==> src/rtl/gf180_ram_seq_pkg.sv <==
// gf180_ram_seq_pkg: shared state encoding, geometry and idle strobe levels for gf180_ram_word_seq
package gf180_ram_seq_pkg;
    typedef enum logic [1:0] {IDLE, ACCESS, CAPTURE, RESP} state_t;
    localparam int LANES = 4;
    localparam int RAM_AW = 9;
    localparam int WORD_AW = 7;
    localparam logic CEN_IDLE = 1'b1;
    localparam logic GWEN_IDLE = 1'b1;
    localparam logic [7:0] WEN_IDLE = 8'hFF;
endpackage

==> src/rtl/gf180_ram_word_seq.sv <==
// gf180_ram_word_seq: 32-bit word port sequenced onto a 512x8 SRAM, one byte lane per cycle; GF180_RAM_SEQ_LANE_SKIP_EN idles disabled write lanes
module gf180_ram_word_seq
    import gf180_ram_seq_pkg::*;
(
    input  logic               CLK,
    input  logic               RESETN,
    input  logic               req_valid,
    output logic               req_ready,
    input  logic               req_we,
    input  logic [WORD_AW-1:0] req_addr,
    input  logic [31:0]        req_wdata,
    input  logic [3:0]         req_be,
    output logic               rsp_valid,
    output logic [31:0]        rsp_rdata,
    output logic               ram_cen,
    output logic               ram_gwen,
    output logic [7:0]         ram_wen,
    output logic [RAM_AW-1:0]  ram_a,
    output logic [7:0]         ram_d,
    input  logic [7:0]         ram_q
);
    state_t state;
    logic [1:0] lane;
    logic [1:0] prev;
    logic we;
    logic [WORD_AW-1:0] addr;
    logic [31:0] wdata;
    logic [3:0] be;
    logic acc;
    logic wr_lane;

    assign prev = lane - 2'd1;
    assign req_ready = state == IDLE;
    assign rsp_valid = state == RESP;

    // Sequencer: latch request, walk four lanes, collect read bytes one cycle behind the SRAM access
    always_ff @(posedge CLK or negedge RESETN) begin
        if (!RESETN) begin
            state <= IDLE;
            lane <= 2'd0;
            we <= 1'b0;
            addr <= '0;
            wdata <= '0;
            be <= '0;
            rsp_rdata <= '0;
        end else begin
            case (state)
                IDLE: if (req_valid) begin
                    we <= req_we;
                    addr <= req_addr;
                    wdata <= req_wdata;
                    be <= req_be;
                    lane <= 2'd0;
                    state <= ACCESS;
                end
                ACCESS: begin
                    if (!we && lane != 2'd0) rsp_rdata[{prev, 3'b000} +: 8] <= ram_q;
                    lane <= lane + 2'd1;
                    if (lane == 2'(LANES - 1)) state <= we ? RESP : CAPTURE;
                end
                CAPTURE: begin
                    rsp_rdata[31:24] <= ram_q;
                    state <= RESP;
                end
                default: state <= IDLE;
            endcase
        end
    end

    // SRAM strobes decoded purely from registered state so req_* never reaches the macro pins
    always_comb begin
        acc = state == ACCESS;
        wr_lane = we && be[lane];
`ifdef GF180_RAM_SEQ_LANE_SKIP_EN
        ram_cen = acc && (!we || be[lane]) ? 1'b0 : CEN_IDLE;
`else
        ram_cen = acc ? 1'b0 : CEN_IDLE;
`endif
        ram_gwen = acc && wr_lane ? 1'b0 : GWEN_IDLE;
        ram_wen = acc && wr_lane ? 8'h00 : WEN_IDLE;
        ram_a = acc ? {addr, lane} : '0;
        ram_d = acc ? wdata[{lane, 3'b000} +: 8] : '0;
    end
endmodule

==> config.mk <==
export PLATFORM = sky130hd
export DESIGN_NAME = gf180_ram_word_seq
export DESIGN_NICKNAME = d
export VERILOG_FILES = /design/src/rtl/gf180_ram_seq_pkg.sv /design/src/rtl/gf180_ram_word_seq.sv
export SDC_FILE = /design/constraint.sdc
export NUM_CORES = 1
export LEC_CHECK = 0
export ABC_AREA = 1
export CAP_MARGIN = 20
export CORE_AREA = 2 2 103 105
export DETAILED_ROUTE_END_ITERATION = 16
export DIE_AREA = 0 0 105 107
export PLACE_DENSITY = 0.67
export SYNTH_ARGS = -nofsm -noshare
export SYNTH_HDL_FRONTEND = slang
export SYNTH_SLANG_ARGS = --single-unit
==> constraint.sdc <==
create_clock -name CLK -period 2.45 [get_ports CLK]
set_clock_uncertainty 0.2 [all_clocks]
set_input_delay 0.245 -clock CLK [delete_from_list [all_inputs] [get_ports CLK]]
set_output_delay 0.245 -clock CLK [all_outputs]
set_load 0.005 [all_outputs]
==> flow_summary.ini, run 1 <==
[run_status]
outcome = finished clean

[setup_path]
crit_end = ram_wen[3]
crit_fanout = 9
crit_type = flip-flop to output port
ff2ff_setup_slack_ns = 0.31
r2r-start = lane[0]
reg2reg_depth = 6
worstPathArrival_ns = 1.90
endpoint_kind = output port
required_ns = 2.01
timing.rr.end = rsp_rdata[19]
start_kind = flip-flop
cp-startpoint = lane[0]

[synth]
yosys_warnings = 0
synth_common_cells = nand2_1, dfrtp_1, nor2_1
yosysMostFrequentCell = nand2_1
syn_area_sq_mm = 0.00399
synth_seq_cells = 80
synth-seq-area-share_pct = 50.2
synth-edff-count = 0
synth_top_area_share_pct = 50.2
postSynthCellCount = 519
synthTopCellsByArea = dfrtp_1, nand2_1, nor2_1
async_flop_share_pct = 100
syn_nets = 584
synth_top_area_cell = dfrtp_1
yosysUniqueCellTypes = 23
synth_area_per_cell_sq_um = 7.69
ys.flop_type = dfrtp_1

[timing]
setup_viol = 0
rsz0062_at_grt = false
relSlewSlack_pct = 59.6
fmax_mhz = 426
worstMarginPinSlew_ns = 0.605
final_max_slew_viol_count = 0
final.min_clock_period_ns = 2.35
tns_ns = 0
finalHoldViolCount = 0
setup_slack_ns = 0.100
fin_crit_sh_pct = 95.9

[die]
initial_core_util_pct = 39.5
die_w_microns = 105
coreArea_sq_mm = 0.0101
die_y_microns = 107
die_area_sq_mm = 0.0112
pin_count = 116
core.rowCount = 37

[clock_network]
clock_latency_ns = 0.35
htreeDepth = 3
cts_inserted_buffers = 9
clockBufferDepth = 2
cts_num_sinks = 80
clk_pin_slew_ns = 0.08
cts_tree = done
cts-root-buf = clkbuf_8

[detailed_routing]
drt-total-wl_microns = 10400
drc = 0
drt_first_pass_iters = 6
vias = 3633
drt_iter0_drc = 170
viasPerCell = 4.72
routedWlPerCell_microns = 13.5
detail-route-antenna-nets = 0

[min_path]
min_path_cells = 3
holdCritPathClass = primary input to flip-flop

[global_route]
grt_pass1_wl_microns = 17200
grt_overflow_total = 0
grt_use_total_pct = 19.1
first_global_vias = 3635
grt_max_degree = 47
grt_antenna_before_repair = 0

[final_layout]
finalNetCount = 694
area_growth_pct = 36.6
drive_gt1_share_pct = 8.37
fillerInstances = 1017
insertedDiodeCount = 0

[placed_design]
routabilityCongestion = 0.895
hpwl_microns = 7730
pre_cts_ws_ns = 0.229
io_buffers = 115

[power_and_ir_drop]
ir_drop_mv = 0.408
p_leak_nw = 2.72
power.density_mw_per_mm2 = 1160

[run]
max_cap_viol_count = 0
final cells by class:
type / instances / area [sq um] / area share [%]
clock buffers: 11 / 151 / 2.78
clock inverters: 4 / 28.8 / 0.528
multi-input cells: 379 / 1700 / 31.3
inverters: 30 / 119 / 2.18
repair buffers: 129 / 1270 / 23.3
flip-flops and latches: 80 / 2000 / 36.8
well taps: 136 / 170 / 3.12
logic make-up after synthesis:
kind of cell / share of synthesized area (%)
simple gates: 29.6
flops: 50.2
compound gates: 9.60
buf+inv: 7.47
fa+ha+maj: 3.14
registers in the layout (all words and copies together), names as in the netlist:
name       cells
lane           2
wdata         32
be             4
addr           7
rsp_rdata     32
we             1
state          2
routing by layer:
metal	vias to the layer above	share of wire [%]	track usage, %
li1	1827	-	-
met3	16	6.0	3.83
met5	-	0	0
met4	0	1.7	7.05
met1	1665	44	23.6
met2	125	48	33.2
power by group:
part	switching [mW]	internal (mW)	total (mW)
Combinational	1.67	1.44	3.11
Clock	0.474	0.420	0.894
Sequential	0.374	1.95	2.32
worst min path at each step:
stage                             start            end  slack (ns)
after detailed placement         RESETN  rsp_rdata[20]        0.09
after floorplan                  RESETN        addr[0]       -0.25
after global placement           RESETN  rsp_rdata[19]        0.08
after global routing      req_wdata[11]      wdata[11]        0.22
final                      req_wdata[9]       wdata[9]        0.22
after CTS                  req_wdata[9]       wdata[9]        0.21
per-stage QoR:
step	hold WS, ns	instances	power (mW)	utilization (%)	instance area, sq um
6_report	0.220	769	6.33	54.0	5450
5_1_grt	0.223	769	6.88	54.0	5450
4_1_cts	0.212	768	6.36	53.7	5420
3_5_place_dp	0.0883	752	5.42	51.7	5220
3_3_place_gp	0.0849	752	5.35	51.7	5220
2_1_floorplan	-0.251	519	4.04	-	3990
cell usage in the layout (no fill, tap or decap), drive strengths merged:
cell type	instances
nor2	74
o21ai	49
o21bai	1
inv	29
dfrtp	80
a21oi	17
clkdlybuf4s50	111
dlygate4sd3	1
and3	1
clkinvlp	2
buf	14
nand2	209
nand3	18
clkinv	3
dlymetal6s2s	3
ha	10
clkbuf	11
repair_timing:
action                                  CTS  global route
hold buffers                              1             0
resized for setup                         7             6
endpoints found under the setup margin   17            23
endpoints found under the hold margin    44             0
pin swaps                                 0             4
buffers inserted                          0             1
worst max-delay path, cell delays in order (launching register included):
cell and delay (ns):
dfrtp_2 0.47, buf_6 0.16, o21ai_0 0.14, o21ai_0 0.11
nand2_2 0.15, clkdlybuf4s50_1 0.53
No activity file was read; power rests on OpenSTA's default activity.
==> inputs of run 2 (changes only) <==
--- a/config.mk
+++ b/config.mk
@@ -7,9 +7,9 @@
 export LEC_CHECK = 0
 export ABC_AREA = 1
 export CAP_MARGIN = 20
-export CORE_AREA = 2 2 103 105
+export CORE_AREA = 4 4 105 107
 export DETAILED_ROUTE_END_ITERATION = 16
-export DIE_AREA = 0 0 105 107
+export DIE_AREA = 0 0 109 111
 export PLACE_DENSITY = 0.67
 export SYNTH_ARGS = -nofsm -noshare
 export SYNTH_HDL_FRONTEND = slang
==> flow_summary.ini, run 2 (synthesis results as in run 1) <==
[run_status]
outcome = finished clean

[placed_design]
hpwl_microns = 7940
dp_cells = 749
io_buffers = 115
routabilityCongestion = 0.874

[min_path]
min_from = req_wdata[9]
holdPathEnd = wdata[9]
min_path_cells = 3
holdCritPathClass = primary input to flip-flop

[clock_network]
htreeDepth = 3
cts-root-buf = clkbuf_8
clock_latency_ns = 0.35
cts_num_sinks = 80
clockBufferDepth = 2
clk_pin_slew_ns = 0.09
cts_tree = done
cts_inserted_buffers = 9

[final_layout]
drive_gt1_share_pct = 8.06
largestRegisters = rsp_rdata: 32 flops, wdata: 32 flops, addr: 7 flops
layoutNonFillerInstCount = 769
insertedDiodeCount = 0
most-common-layout-cells = nand2_1, clkdlybuf4s50_1, dfrtp_1, nor2_1, o21ai_0
area_growth_pct = 39.3
utilization_pct = 54.8
finalNetCount = 693
final_common_cell = nand2_1

[die]
die_y_microns = 111
pin_count = 116
initial_core_util_pct = 39.3
die_w_microns = 109
die_area_sq_mm = 0.0121
core.rowCount = 37
coreArea_sq_mm = 0.0101

[timing]
tns_ns = 0
fin_crit_sh_pct = 96.1
fmax_mhz = 425
finalHoldViolCount = 0
setup_viol = 0
rsz0062_at_grt = false
final.min_clock_period_ns = 2.35
final_max_slew_viol_count = 0
worstMarginPinSlew_ns = 0.647
relSlewSlack_pct = 56.8

[detailed_routing]
drt_iter0_drc = 205
routedWlPerCell_microns = 13.8
drt-total-wl_microns = 10600
viasPerCell = 4.71
drc = 0
drt_first_pass_iters = 6
vias = 3619
detail-route-antenna-nets = 0

[global_route]
grt_use_met3_pct = 4.43
grt_busiest_layer = met2
grt_util_met2_pct = 30.3
grt_max_degree = 52
first_global_vias = 3798
grt_pass1_wl_microns = 17400
grt_antenna_before_repair = 0
grt_use_total_pct = 17.7
grt_overflow_total = 0
use_met1_pct = 21.9

[setup_path]
r2r-start = state[0]
worst_path_largest_cell_delay_ns = 0.53
endpoint_kind = output port
path_buf_inv = 2
cp_common_cell = nor2_1
path_delay_family = buffers and inverters
required_ns = 2.01
worstPathArrival_ns = 1.91
crit_path_cell_trace = buf_6 -> nor2_1 -> nor2_1 -> o21ai_0 -> a21oi_1 -> clkdlybuf4s50_1
start_kind = flip-flop
crit_slowest_cell = clkdlybuf4s50_1
reg2reg_depth = 7
crit_type = flip-flop to output port
crit_fanout = 10
timing.rr.end = wdata[6]
ff2ff_setup_slack_ns = 0.28

[power_and_ir_drop]
total_power_mw = 6.62
ir_drop_mv = 0.446
power.density_mw_per_mm2 = 1190
p_leak_nw = 2.75

[run]
max_cap_viol_count = 0
-- run 2: cell types whose count changed in the layout (fill, tap and decap cells not counted), moves of 2 or more --
cell,previous run,this run
dlymetal6s2s_1,3,12
clkinv_4,0,2
clkinvlp_4,2,0
buf_12,0,3
buf_4,12,8
clkdlybuf4s50_1,111,102
clkbuf_8,11,9
bufinv_16,0,3
-- run 2: metal layers --
metal | routed length, microns | share of wire [%]
met1 | 4450 | 42
met4 | 175 | 1.6
met3 | 773 | 7.3
met2 | 5240 | 49
met5 | 0 | 0
-- run 2: tightest hold or removal path, stage by stage --
cell             delay, ns
clkdlybuf4s50_1       0.39
nand2_1               0.06
nand2_1               0.04
-- run 2: worst max-delay path by stage --
stage / end / cells after the start / slack (ns) / from
5_1_grt: ram_d[3] / 6 / 0.005 / lane[0]
4_1_cts: ram_d[6] / 4 / 0.02 / lane[0]
3_3_place_gp: ram_d[6] / 5 / 0.32 / lane[1]
6_report: ram_d[2] / 6 / 0.1 / lane[0]
2_1_floorplan: rsp_rdata[30] / 8 / 0.46 / lane[0]
3_5_place_dp: ram_d[0] / 5 / 0.28 / state[1]
-- run 2: area by class of cell --
cell class	instances	area (sq um)
Fill cell	934	4580
Sequential cell	80	2000
Multi-Input combinational cell	380	1710
Timing Repair Buffer	127	1310
Tap cell	136	170
Clock buffer	10	128
Inverter	30	119
Clock inverter	6	116
-- run 2: timing repair --
| item | CTS | global route |
|---|---|---|
| gates resized for setup | 4 | 22 |
| pin swaps | 0 | 4 |
| setup buffers | 0 | 2 |
| endpoints found under the hold margin | 50 | 0 |
| gates cloned | 0 | 1 |
| endpoints found under the setup margin | 17 | 23 |
| hold buffers | 1 | 0 |
-- run 2: metrics by stage --
step | hold WS, ns | cell area [sq um] | worst slack [ns]
4_1_cts | 0.210 | 5480 | 0.0187
6_report | 0.219 | 5560 | 0.0967
3_5_place_dp | 0.119 | 5220 | 0.283
3_3_place_gp | 0.111 | 5220 | 0.324
5_1_grt | 0.203 | 5560 | 0.00490
2_1_floorplan | -0.251 | 3990 | 0.457
-- run 2: power by group --
part	total (mW)	leakage (nW)	switching (mW)	internal (mW)
Clock	1.18	0.121	0.497	0.685
Combinational	3.11	1.69	1.67	1.45
Sequential	2.32	0.940	0.373	1.95
Total	6.62	2.75	2.54	4.08
==> inputs of run 3 (changes only) <==
--- a/config.mk
+++ b/config.mk
@@ -7,9 +7,9 @@
 export LEC_CHECK = 0
 export ABC_AREA = 1
 export CAP_MARGIN = 20
-export CORE_AREA = 4 4 105 107
+export CORE_AREA = 2 2 103 105
 export DETAILED_ROUTE_END_ITERATION = 16
-export DIE_AREA = 0 0 109 111
+export DIE_AREA = 0 0 105 107
 export PLACE_DENSITY = 0.67
 export SYNTH_ARGS = -nofsm -noshare
 export SYNTH_HDL_FRONTEND = slang
==> results of run 3 <==
Same layout as run 1: the final DEF is identical, and so are final timing and power.
